==> src/rtl/mallet_keypad_scanner_pkg.sv <==
// mallet_keypad_scanner_pkg: shared state encoding, key width and frame-result type
package mallet_keypad_scanner_pkg;
  typedef enum logic [1:0] {IDLE = 2'd0, CONFIRM = 2'd1, PRESSED = 2'd2, RELEASE = 2'd3} state_t;
  localparam int KEY_W = 4;
  localparam logic [3:0] COL_RESET = 4'b1110;
  // All 16 codes are real keys, so "no key" travels as a separate hit bit.
  typedef struct packed {
    logic hit;
    logic [KEY_W-1:0] key;
  } frame_t;
endpackage

==> src/rtl/keypad_column_scanner.sv <==
// keypad_column_scanner: drives columns, priority-encodes rows and reports one result per frame
module keypad_column_scanner
  import mallet_keypad_scanner_pkg::*;
#(
  parameter int SCAN_PERIOD = 1000
) (
  input  logic             clk_1us,
  input  logic             reset,
  input  logic [3:0]       row_n,
  output logic [3:0]       col_n,
  output logic             frame_event,
  output logic             frame_hit,
  output logic [KEY_W-1:0] frame_key
);
  localparam int CW = $clog2(SCAN_PERIOD);
  localparam logic [CW-1:0] LAST = CW'(SCAN_PERIOD - 1);
  logic [CW-1:0] cnt;
  logic [1:0] col, row_idx;
  logic sample;
  frame_t acc, cur, merged;
  assign row_idx = !row_n[0] ? 2'd0 : !row_n[1] ? 2'd1 : !row_n[2] ? 2'd2 : 2'd3;
  assign sample = cnt == LAST;
  assign cur = {~&row_n, col, row_idx};
  // Column 0 starts a fresh frame; later columns only win if nothing earlier hit.
  assign merged = (col != 2'd0 && acc.hit) ? acc : cur;
  assign frame_event = sample && col == 2'd3;
  assign frame_hit = merged.hit;
  assign frame_key = merged.key;
  always_ff @(posedge clk_1us) begin
    if (!reset) begin
      cnt <= '0;
      col <= 2'd0;
      col_n <= COL_RESET;
      acc <= '0;
    end else begin
      cnt <= sample ? '0 : cnt + 1'b1;
      if (sample) begin
        col <= col + 2'd1;
        col_n <= {col_n[2:0], col_n[3]};
        acc <= merged;
      end
    end
  end
endmodule

==> src/rtl/mallet_keypad_scanner.sv <==
// mallet_keypad_scanner: debounced 4x4 keypad to mallet position plus one-cycle press strobe
module mallet_keypad_scanner
  import mallet_keypad_scanner_pkg::*;
#(
  parameter int SCAN_PERIOD = 1000,
  parameter int DEBOUNCE_FRAMES = 4
) (
  input  logic             clk_1us,
  input  logic             reset,
  input  logic [3:0]       row_n,
  output logic [3:0]       col_n,
  output logic [KEY_W-1:0] mallet_position,
  output logic             PRESS_VALID,
  output logic             key_held
);
  localparam int DW = $clog2(DEBOUNCE_FRAMES + 1);
  localparam logic [DW-1:0] DF = DW'(DEBOUNCE_FRAMES);
  localparam logic [DW-1:0] ONE = DW'(1);
  state_t state, state_nx;
  logic [KEY_W-1:0] cand, cand_nx, frame_key;
  logic [DW-1:0] cnt, cnt_nx, cnt_inc;
  logic frame_event, frame_hit, accept;
  keypad_column_scanner #(.SCAN_PERIOD(SCAN_PERIOD)) u_scan (
    .clk_1us(clk_1us),
    .reset(reset),
    .row_n(row_n),
    .col_n(col_n),
    .frame_event(frame_event),
    .frame_hit(frame_hit),
    .frame_key(frame_key)
  );
  assign cnt_inc = cnt + 1'b1;
  assign key_held = state == PRESSED || state == RELEASE;
  always_comb begin
    state_nx = state;
    cand_nx = cand;
    cnt_nx = cnt;
    accept = 1'b0;
    if (frame_event)
      case (state)
        IDLE:
          if (frame_hit) begin
            cand_nx = frame_key;
            cnt_nx = ONE;
            state_nx = DF == ONE ? PRESSED : CONFIRM;
            accept = DF == ONE;
          end
        CONFIRM:
          if (!frame_hit) state_nx = IDLE;
          else if (frame_key != cand) begin
            cand_nx = frame_key;
            cnt_nx = ONE;
          end else if (cnt_inc == DF) begin
            state_nx = PRESSED;
            accept = 1'b1;
          end else cnt_nx = cnt_inc;
        PRESSED:
          if (!frame_hit) begin
            cnt_nx = ONE;
            state_nx = DF == ONE ? IDLE : RELEASE;
          end
        RELEASE:
          if (frame_hit) state_nx = PRESSED;
          else if (cnt_inc == DF) state_nx = IDLE;
          else cnt_nx = cnt_inc;
        default: state_nx = IDLE;
      endcase
  end
  always_ff @(posedge clk_1us) begin
    if (!reset) begin
      state <= IDLE;
      cand <= '0;
      cnt <= '0;
      mallet_position <= '0;
      PRESS_VALID <= 1'b0;
    end else begin
      state <= state_nx;
      cand <= cand_nx;
      cnt <= cnt_nx;
      PRESS_VALID <= accept;
      if (accept) mallet_position <= cand_nx;
    end
  end
endmodule

==> config.mk <==
export PLATFORM = sky130hd
export DESIGN_NAME = mallet_keypad_scanner
export DESIGN_NICKNAME = d
export VERILOG_FILES = /design/src/rtl/mallet_keypad_scanner_pkg.sv /design/src/rtl/keypad_column_scanner.sv /design/src/rtl/mallet_keypad_scanner.sv
export SDC_FILE = /design/constraint.sdc
export NUM_CORES = 1
export LEC_CHECK = 0
export CORE_MARGIN = 1
export CORE_UTILIZATION = 35
export CTS_CLUSTER_DIAMETER = 150
export DETAILED_ROUTE_END_ITERATION = 12
export GPL_TIMING_DRIVEN = 0
export PLACE_DENSITY_LB_ADDON = 0.15
export SLEW_MARGIN = 5
export SYNTH_ARGS = -nofsm -noshare
export SYNTH_HDL_FRONTEND = slang
export SYNTH_SLANG_ARGS = --single-unit
==> constraint.sdc <==
create_clock -name clk_1us -period 4.8 [get_ports clk_1us]
set_clock_uncertainty 0.1 [all_clocks]
set_input_delay 0.48 -clock clk_1us [delete_from_list [all_inputs] [get_ports clk_1us]]
set_output_delay 0.48 -clock clk_1us [all_outputs]
set_load 0.02 [all_outputs]
==> results.md <==
- Max_cap viols: 0
- Ys flop type: dfxtp_1
- DP Wirelength: roughly 2500 um
- Top post-synthesis cells by area: dfxtp_1 (41%), mux2i_1 (8.2%), xor2_1 (4.6%)
- PwrDens: ~250 nW/um2
- Skew-Pair Late Insertion Delay: approximately 280 ps
- Register bit total from synthesis: 35
- Boundary Pins: 16
- CTS Buffer Depth: 2
- CTS Hold Bufs: 0
- ANT nets after route: 0
- Critical Path AT: ~2500 ps
- Number of global-route vias before repair: between 1k and 1.5k
- CP startpoint kind: register
- Tmin final: between 2000 and 2500 ps
- Nets: between 200 and 250
- CP cell instances: inv_1 > ha_1 > nor2b_4 > mux2_4 > xor2_2 > nor4_4 > nand3_4 > mux2i_1
- Crit path capture type: register
- Pre-CTS setup slack: around 2200 ps
- Largest area contributor in the netlist: dfxtp_1
- Cell Count, Final, Fillers Out: about 270
- Worst hold path class: reg2reg
- Tightest Pin Transition: 489 ps
- TritonCTS clock tree: done
- Initial Util: a little over a third
- Slew Viols, Final: 0
- Routability cong.: approximately 0.76
- Total Power: slightly above 0.5 mW
- Initial detailed-routing violation count: 29
- VDD IR max: between 100 and 150 uV
- Fmax: 418 MHz
- Total Routing Usage GR: roughly 15%
- Placed Cells: 260
- Chip Height: 71.9 um
- Area growth, synth to finish: 17.9%
- Top cell family by delay on the critical path: simple AND/OR/NAND/NOR gates
- Endpoints failing hold: 0
- Vias: 1275
- Antenna violations before repair: 0
- Row count: 25
- Cell area after layout: 2020 um2
- Post-synth EDFFs: 0
- Avg Inst Size Synth: between 9 and 10 um2
- Core Util, Final: 42.7%
- Relative slew slack: between 60% and 70%
- Final setup vio count: 0
- CP max FO: 6
- CTS H-tree depth: 2
- Pin count of the biggest net entering global routing: 11
- Cells after Synth: about 180
- DIE WIDTH: a little over 70 um
- Core area: between 4000 and 5000 um2
- PostCTS Resize Cnt: 0
- Routed wire length: 3390 um
- Status: completed
- Leak: 0.799 nW
- CTS Root Cell: clkbuf_8
- Grt ovf: 0
- CP max stage delay: roughly 460 ps
- Drt pass-1 iters: 4
- Placed instance area: 1950 um2
- Sum Neg Setup Slack: 0 ps
- RSZ-0062 raised after global routing: no
- Yosys cell types: 42
- Die area: 5170 um2
- Total CTS buffers: 5
- Share of cells above drive strength 1: 11.1%
- CTS clk-pin slew, worst paths: around 60 ps
- Share of the synthesized area in the top cell type: 40.9%
- Crit path buffers/inverters: 1
- Post-CTS Setup Bufs: 0
- Setup WS post-layout: ~2400 ps
- CP max stage cell: nor4_4
- Vias per std cell: roughly 4.8
- Post-synth top cells: dfxtp_1 (35), nand2_1 (16), nor2_1 (16)
- Fin crit share: 49.9%
- Diode count: 0
- WL/cell: 12.7 um
- Critical path class: reg2reg
- Mapped cell area: ~1700 um2
- First-pass GRT wire length: between 5000 and 6000 um
- Most numerous cell in the Yosys netlist: dfxtp_1
- WP data required: roughly 5000 ps
- CTS Sinks: 35
- I/O Buffers: 15
- Seq/Total Area, Yosys: 40.9%
- DRC viols: 0
- WHS: between 300 and 400 ps
- Net count after synthesis: between 150 and 200
- YS warnings: 0
- Post-synth ARST share: 0%
==> cells in the final DEF (no fill, tap or decap), drive strengths merged, types with 3 or more instances in the layout <==
cell and count:
a21oi 6, and2 3, and3 3, and4 3, clkbuf 11, clkdlybuf4s50 15
dfxtp 35, ha 6, inv 5, mux2 3, mux2i 14, nand2 16
nand3 8, nand4 3, nor2 16, nor2b 11, o21ai 6, xnor2 3
xor2 10
==> routing by layer <==
layer | vias to the layer above | share of wire [%] | global-route usage, %
met5 | - | 0 | 0
met4 | 0 | 1.8 | 7.19
met3 | 7 | 3.2 | 4.03
met2 | 15 | 47 | 23.3
met1 | 601 | 48 | 18.4
li1 | 652 | - | -
==> area by class of cell <==
class,instances,area (um2)
timing repair buffer,15,150
fill,462,2710
sequential,35,701
inverter,5,18.8
buffer,7,28.8
multi-input combinational,131,963
clock buffer,6,72.6
tap,67,83.8
==> logic make-up (layout without fill, tap and decap cells) <==
group | count (synthesis) | count (layout) | share of synthesized area [%]
simple gates | 74 | 74 | 26.4
flops | 35 | 35 | 40.9
compound gates | 21 | 21 | 7.82
mux | 17 | 17 | 10.6
xor+xnor | 13 | 13 | 7.09
buf+inv | 12 | 33 | 2.78
fa+ha+maj | 6 | 6 | 4.39
==> path summary, 6_finish.rpt <==
check                           slack (ps)  cells past startpoint               start            endpoint
worst max register to register        2410                      8       u_scan.col[0]  mallet_position[1]
worst max-delay path                  2410                      8       u_scan.col[0]  mallet_position[1]
worst min-delay path                   350                      2  mallet_position[0]  mallet_position[0]
worst min register to register         350                      2  mallet_position[0]  mallet_position[0]
==> worst min-delay path, stage by stage, from the launching register on <==
cell,delay [ps]
dfxtp_1,310
nand2_1,50
mux2i_1,50
==> registers in the layout, summed over array words and instances, names as in the netlist, 2 cells and up, named ones only <==
register / count
u_scan.cnt: 10
u_scan.col: 2
cnt: 3
u_scan.acc: 5
u_scan.col_n: 4
mallet_position: 4
cand: 4
==> where the power goes <==
part	switching [mW]	leakage [nW]	internal (mW)	total, mW
Combinational	0.0132	0.480	0.0109	0.0241
Sequential	0.00251	0.283	0.293	0.295
Clock	0.0938	0.0371	0.0966	0.190
Total	0.109	0.799	0.400	0.510
(Power assumes the default switching activity.)
==> edit 1, RTL diff (same flow settings) <==
`SCAN_PERIOD` is set to 1000 in 2 places; all go to 500.
--- a/src/rtl/keypad_column_scanner.sv
+++ b/src/rtl/keypad_column_scanner.sv
@@ -3,5 +3,5 @@
   import mallet_keypad_scanner_pkg::*;
 #(
-  parameter int SCAN_PERIOD = 1000
+  parameter int SCAN_PERIOD = 500
 ) (
   input  logic             clk_1us,
--- a/src/rtl/mallet_keypad_scanner.sv
+++ b/src/rtl/mallet_keypad_scanner.sv
@@ -3,5 +3,5 @@
   import mallet_keypad_scanner_pkg::*;
 #(
-  parameter int SCAN_PERIOD = 1000,
+  parameter int SCAN_PERIOD = 500,
   parameter int DEBOUNCE_FRAMES = 4
 ) (
Formal check against the unedited RTL: same outputs for any inputs over 10 cycles, from zero or initial values and one cycle with reset low; that may be too few to reach the edited logic, so the function may still have changed.
==> edit 1 against the unedited design <==
The run now ends with design-rule violations left. Maximum frequency is 9.0% lower. Sequential cell count is 1 lower. Worst setup slack worse by 0.24 ns. Design area is 1.7% lower. Area after synthesis is 2.0% lower. Wire length is 1.3% higher. Core utilization is 1.6 points higher. Global-route usage is 0.068 points lower. Power is 3.3% higher. Largest power group unchanged.
==> edit 1: results (changes against the unedited design) <==
<table>
<tr><th>Metric</th><th>Value</th></tr>
<tr><th colspan="2">Synth</th></tr>
<tr><td>Portion of the post-synthesis area used by sequential elements</td><td>40.6% (-0.34 points)</td></tr>
<tr><td>Ranking of synthesized cells by instance count</td><td>dfxtp_1 (34), nand2_1 (28), nor2_1 (14)</td></tr>
<tr><td>Syn_nets</td><td>195 (+2.6%)</td></tr>
<tr><td>Cell count after synthesis</td><td>183 (+2.8%)</td></tr>
<tr><td>Top cells by area in the synthesized netlist</td><td>dfxtp_1 (41%), nand2_1 (6.3%), mux2i_1 (4.8%)</td></tr>
<tr><th colspan="2">Global routing</th></tr>
<tr><td>Total global-route track usage</td><td>14.6% (-0.068 points)</td></tr>
<tr><td>Number of global-route vias before repair</td><td>1281 (+5.0%)</td></tr>
<tr><td>Wire length of the first global-routing pass</td><td>5650 µm (-1.3%)</td></tr>
<tr><th colspan="2">Detailed routing</th></tr>
<tr><td># DRC</td><td>1 (+1)</td></tr>
<tr><td>First drt pass iteration count</td><td>8 (+4)</td></tr>
<tr><td>Initial DRC Count</td><td>69 (+140%)</td></tr>
<tr><td>Number of vias in the routed layout</td><td>1329 (+4.2%)</td></tr>
<tr><td>Detailed-route wire length per cell</td><td>13.3 µm (+4.4%)</td></tr>
<tr><th colspan="2">Placed design</th></tr>
<tr><td>Setup slack after placement</td><td>2.02 ns (-0.195 ns)</td></tr>
<tr><td>Cell total after placement</td><td>250 (-3.8%)</td></tr>
<tr><td>DP HPWL</td><td>2500 µm (-0.53%)</td></tr>
<tr><td>Global placer's final weighted congestion</td><td>0.737 (-3.4%)</td></tr>
<tr><th colspan="2">Power</th></tr>
<tr><td>Leak Pwr</td><td>0.805 nW (+0.69%)</td></tr>
<tr><td>VDD IR-drop max</td><td>144 µV (+13%)</td></tr>
<tr><td>Sw Share</td><td>22.1% (+0.60 points)</td></tr>
<tr><th colspan="2">Outcome</th></tr>
<tr><td>Run status</td><td>finished, violations left</td></tr>
<tr><td>Failing checks</td><td>design-rule violations</td></tr>
<tr><th colspan="2">Cells and area</th></tr>
<tr><td>Fraction of layout instances using a drive strength above 1</td><td>10.2% (-0.86 points)</td></tr>
<tr><td>Largest registers</td><td>u_scan.cnt x9, u_scan.acc x5</td></tr>
<tr><td>Final Net Count</td><td>217 (+2.4%)</td></tr>
<tr><td>Number of non-filler instances in the completed layout</td><td>258 (-3.0%)</td></tr>
<tr><th colspan="2">Setup path</th></tr>
<tr><td>Stage delay of the slowest cell on the critical path</td><td>0.44 ns (-0.02 ns)</td></tr>
<tr><td>Crit-path slowest cell</td><td>dfxtp_1</td></tr>
<tr><td>Critical Path AT</td><td>2.71 ns (+0.26 ns)</td></tr>
<tr><th colspan="2">STA</th></tr>
<tr><td>Final hold viol count</td><td>0 (unchanged)</td></tr>
</table>
==> edit 1: cell count changes after synthesis, sizes merged, moves of 5 or more <==
cell | unedited run | this run
mux2i | 14 | 9
xnor2 | 3 | 8
nand2 | 16 | 28
nor2b | 11 | 5
o211a | 0 | 5
xor2 | 10 | 3
==> edit 1: cells by family after synthesis <==
family                   count (synthesis)  share of synthesized area, %
XOR/XNOR                                11                          5.75
flip-flops                              34                          40.6
buffers and inverters                   14                          3.58
AO/OA/AOI/OAI                           25                          11.4
multiplexers                            12                          8.13
adder cells (fa/ha/maj)                  6                          4.48
AND/OR/NAND/NOR                         81                          26.0
==> edit 1: cell type report <==
class	instances	area share (%)
tap	52	3.28
timing repair buffer	15	7.57
sequential	34	34.3
clock buffer	7	4.35
buffer	8	1.89
inverter	6	1.14
clock inverter	1	0.252
multi-input combinational	135	47.2
==> edit 1: worst paths after layout <==
check	slack (ns)	endpoint	cells after the start	start
min reg2reg	0.37	u_scan.cnt[0]$_SDFF_PP0_	1	u_scan.cnt[0]$_SDFF_PP0_
max reg2reg	2.17	mallet_position[2]$_SDFFE_PN0P_	8	u_scan.col[1]$_SDFFE_PN0N_
max	2.17	mallet_position[2]$_SDFFE_PN0P_	8	u_scan.col[1]$_SDFFE_PN0N_
min	0.37	u_scan.cnt[0]$_SDFF_PP0_	1	u_scan.cnt[0]$_SDFF_PP0_
==> edit 1: power groups by stage <==
stage                     clock [mW]  sequential [mW]  combinational (mW)
after floorplan                    0            0.292              0.0140
after global placement             0            0.293              0.0228
after detailed placement           0            0.293              0.0234
after CTS                      0.223            0.286              0.0233
after global routing           0.237            0.287              0.0256
final                          0.217            0.286              0.0230
==> edit 1: metrics by stage <==
stage / cell area, µm² / power (mW) / hold slack [ns] / utilization [%]
2_1_floorplan: 1680 / 0.306 / 0.330 / -
3_3_place_gp: 1890 / 0.316 / 0.345 / 42.3
4_1_cts: 1980 / 0.533 / 0.373 / 44.3
6_report: 1980 / 0.526 / 0.372 / 44.3
3_5_place_dp: 1890 / 0.316 / 0.364 / 42.3
5_1_grt: 1980 / 0.549 / 0.394 / 44.3
==> edit 1: layer usage <==
metal  GRT usage, %  up-vias  routed length (µm)
met3           3.38        4                  85
met4           6.22        0                  36
met1           18.1      626                1690
met5              0        -                   0
met2           24.2       15                1630
li1               -      684                   -
==> edit 2, RTL diff (same flow settings) <==
Without the edit above. Register the input `row_n` before use. The logic sees it one clock later.
--- a/src/rtl/mallet_keypad_scanner.sv
+++ b/src/rtl/mallet_keypad_scanner.sv
@@ -17,4 +17,11 @@
   localparam logic [DW-1:0] DF = DW'(DEBOUNCE_FRAMES);
   localparam logic [DW-1:0] ONE = DW'(1);
+
+  logic [3:0] row_n_q;
+
+  always_ff @(posedge clk_1us) begin
+    row_n_q <= row_n;
+  end
+
   state_t state, state_nx;
   logic [KEY_W-1:0] cand, cand_nx, frame_key;
@@ -24,5 +31,5 @@
     .clk_1us(clk_1us),
     .reset(reset),
-    .row_n(row_n),
+    .row_n(row_n_q),
     .col_n(col_n),
     .frame_event(frame_event),
Formal check against the unedited RTL: no difference found for any inputs over 10 cycles, from zero or initial values and one cycle with reset low; that may be too few to reach the edited logic, so the function may still have changed.
==> edit 2 against the unedited design <==
Area after synthesis is 5.0% higher. Maximum frequency is 3.4% higher. Cell count is 7.5% higher. Wire length is 0.71% higher. Power is 23% higher. Design area is 6.2% higher. Via count is 7.2% higher. Die area is 4.8% higher. Sequential power is 12% higher. Combinational power is 10% lower. First-iteration DRC count is 97% higher. Worst setup slack better by 0.079 ns. Sequential cell count is 4 higher. Critical path type unchanged. Largest power group unchanged.
==> edit 2: results (changes against the unedited design) <==
<table>
<tr><th>Metric</th><th>Value</th></tr>
<tr><th colspan="2">Global routing</th></tr>
<tr><td>Met3 usage</td><td>4.94% (+0.91 points)</td></tr>
<tr><td>Largest net degree at the start of global routing</td><td>14 (+3)</td></tr>
<tr><td>Met1 track demand over resource in global routing</td><td>19.3% (+0.93 points)</td></tr>
<tr><th colspan="2">Clock network</th></tr>
<tr><td>Clock sink count</td><td>39 (+11%)</td></tr>
<tr><th colspan="2">Detailed routing</th></tr>
<tr><td>Number of vias in the routed layout</td><td>1367 (+7.2%)</td></tr>
<tr><td>Initial DRC Count</td><td>57 (+97%)</td></tr>
<tr><td>Met3 routed WL</td><td>116 µm (+8.4%)</td></tr>
<tr><th colspan="2">Setup path</th></tr>
<tr><td>Critical Path AT</td><td>2.40 ns (-0.05 ns)</td></tr>
<tr><td>Endpoint of the worst-slack reg-to-reg timing path</td><td>mallet_position[0]$_SDFFE_PN0P_</td></tr>
<tr><th colspan="2">Cells and area</th></tr>
<tr><td>Fraction of layout instances using a drive strength above 1</td><td>11.0% (-0.096 points)</td></tr>
<tr><td>Sequential portion of the cell area</td><td>36.4% (+1.7 points)</td></tr>
<tr><td>Multi-input combinational gate total</td><td>145 (+11%)</td></tr>
<tr><td>Signed area change from the synthesized netlist to the final layout</td><td>19.3%</td></tr>
<tr><th colspan="2">Outcome</th></tr>
<tr><td>Run status</td><td>finished clean</td></tr>
<tr><th colspan="2">Placed design</th></tr>
<tr><td>DP Area</td><td>0.00203 mm² (+4.4%)</td></tr>
<tr><td>Global placer's final weighted congestion</td><td>0.754 (-1.2%)</td></tr>
<tr><th colspan="2">Power</th></tr>
<tr><td>Net Switching</td><td>136 µW (+24%)</td></tr>
<tr><th colspan="2">Synth</th></tr>
<tr><td>Share of the synthesized netlist area taken by xor and xnor gates</td><td>6.34% (-0.75 points)</td></tr>
<tr><td>Mux cell area share after synthesis</td><td>2.72% (-7.9 points)</td></tr>
<tr><td>Ranking of synthesized cells by instance count</td><td>dfxtp_1 (39), nor2_1 (23), nand2_1 (19)</td></tr>
<tr><td>Top cells by area in the synthesized netlist</td><td>dfxtp_1 (43%), nor2_1 (4.8%), nand2_1 (4.0%)</td></tr>
<tr><td>Adder-cell share of the synthesized area</td><td>3.48% (-0.90 points)</td></tr>
<tr><th colspan="2">STA</th></tr>
<tr><td>Minimum hold slack</td><td>0.352 ns (-0.00264 ns)</td></tr>
<tr><td>Slew headroom</td><td>66.0% (-1.4 points)</td></tr>
<tr><td>Crit share post-route</td><td>48.2% (-1.6 points)</td></tr>
<tr><th colspan="2">Min path</th></tr>
<tr><td>Hold path startpoint</td><td>u_scan.acc[1]$_SDFFE_PN0N_</td></tr>
</table>
## edit 2: changes by cell type after synthesis, moves of 3 or more
| cell | unedited run | this run |
|---|---|---|
| nand2_1 | 16 | 19 |
| nor3_1 | 1 | 5 |
| mux2i_1 | 14 | 0 |
| nor2b_1 | 10 | 3 |
| nand2b_1 | 1 | 4 |
| a21oi_1 | 6 | 14 |
| nor2_1 | 16 | 23 |
| xor2_1 | 9 | 5 |
| a211oi_1 | 0 | 4 |
| dfxtp_1 | 35 | 39 |
| xnor2_1 | 3 | 8 |
| mux2_1 | 0 | 3 |
## edit 2: power groups by stage
stage	registers (mW)	logic (mW)	clock network, mW
after floorplan	0.337	0.0135	0
after global placement	0.338	0.0220	0
after detailed placement	0.338	0.0220	0
after CTS	0.331	0.0222	0.283
after global routing	0.331	0.0244	0.299
final	0.330	0.0217	0.275
## edit 2: cell families after synthesis
family	Yosys count
adders and majority gates	5
buffers and inverters	12
muxes	4
AOI/OAI and AO/OA	35
DFF	39
xor gates and xnor gates	13
and+or+nand+nor	88
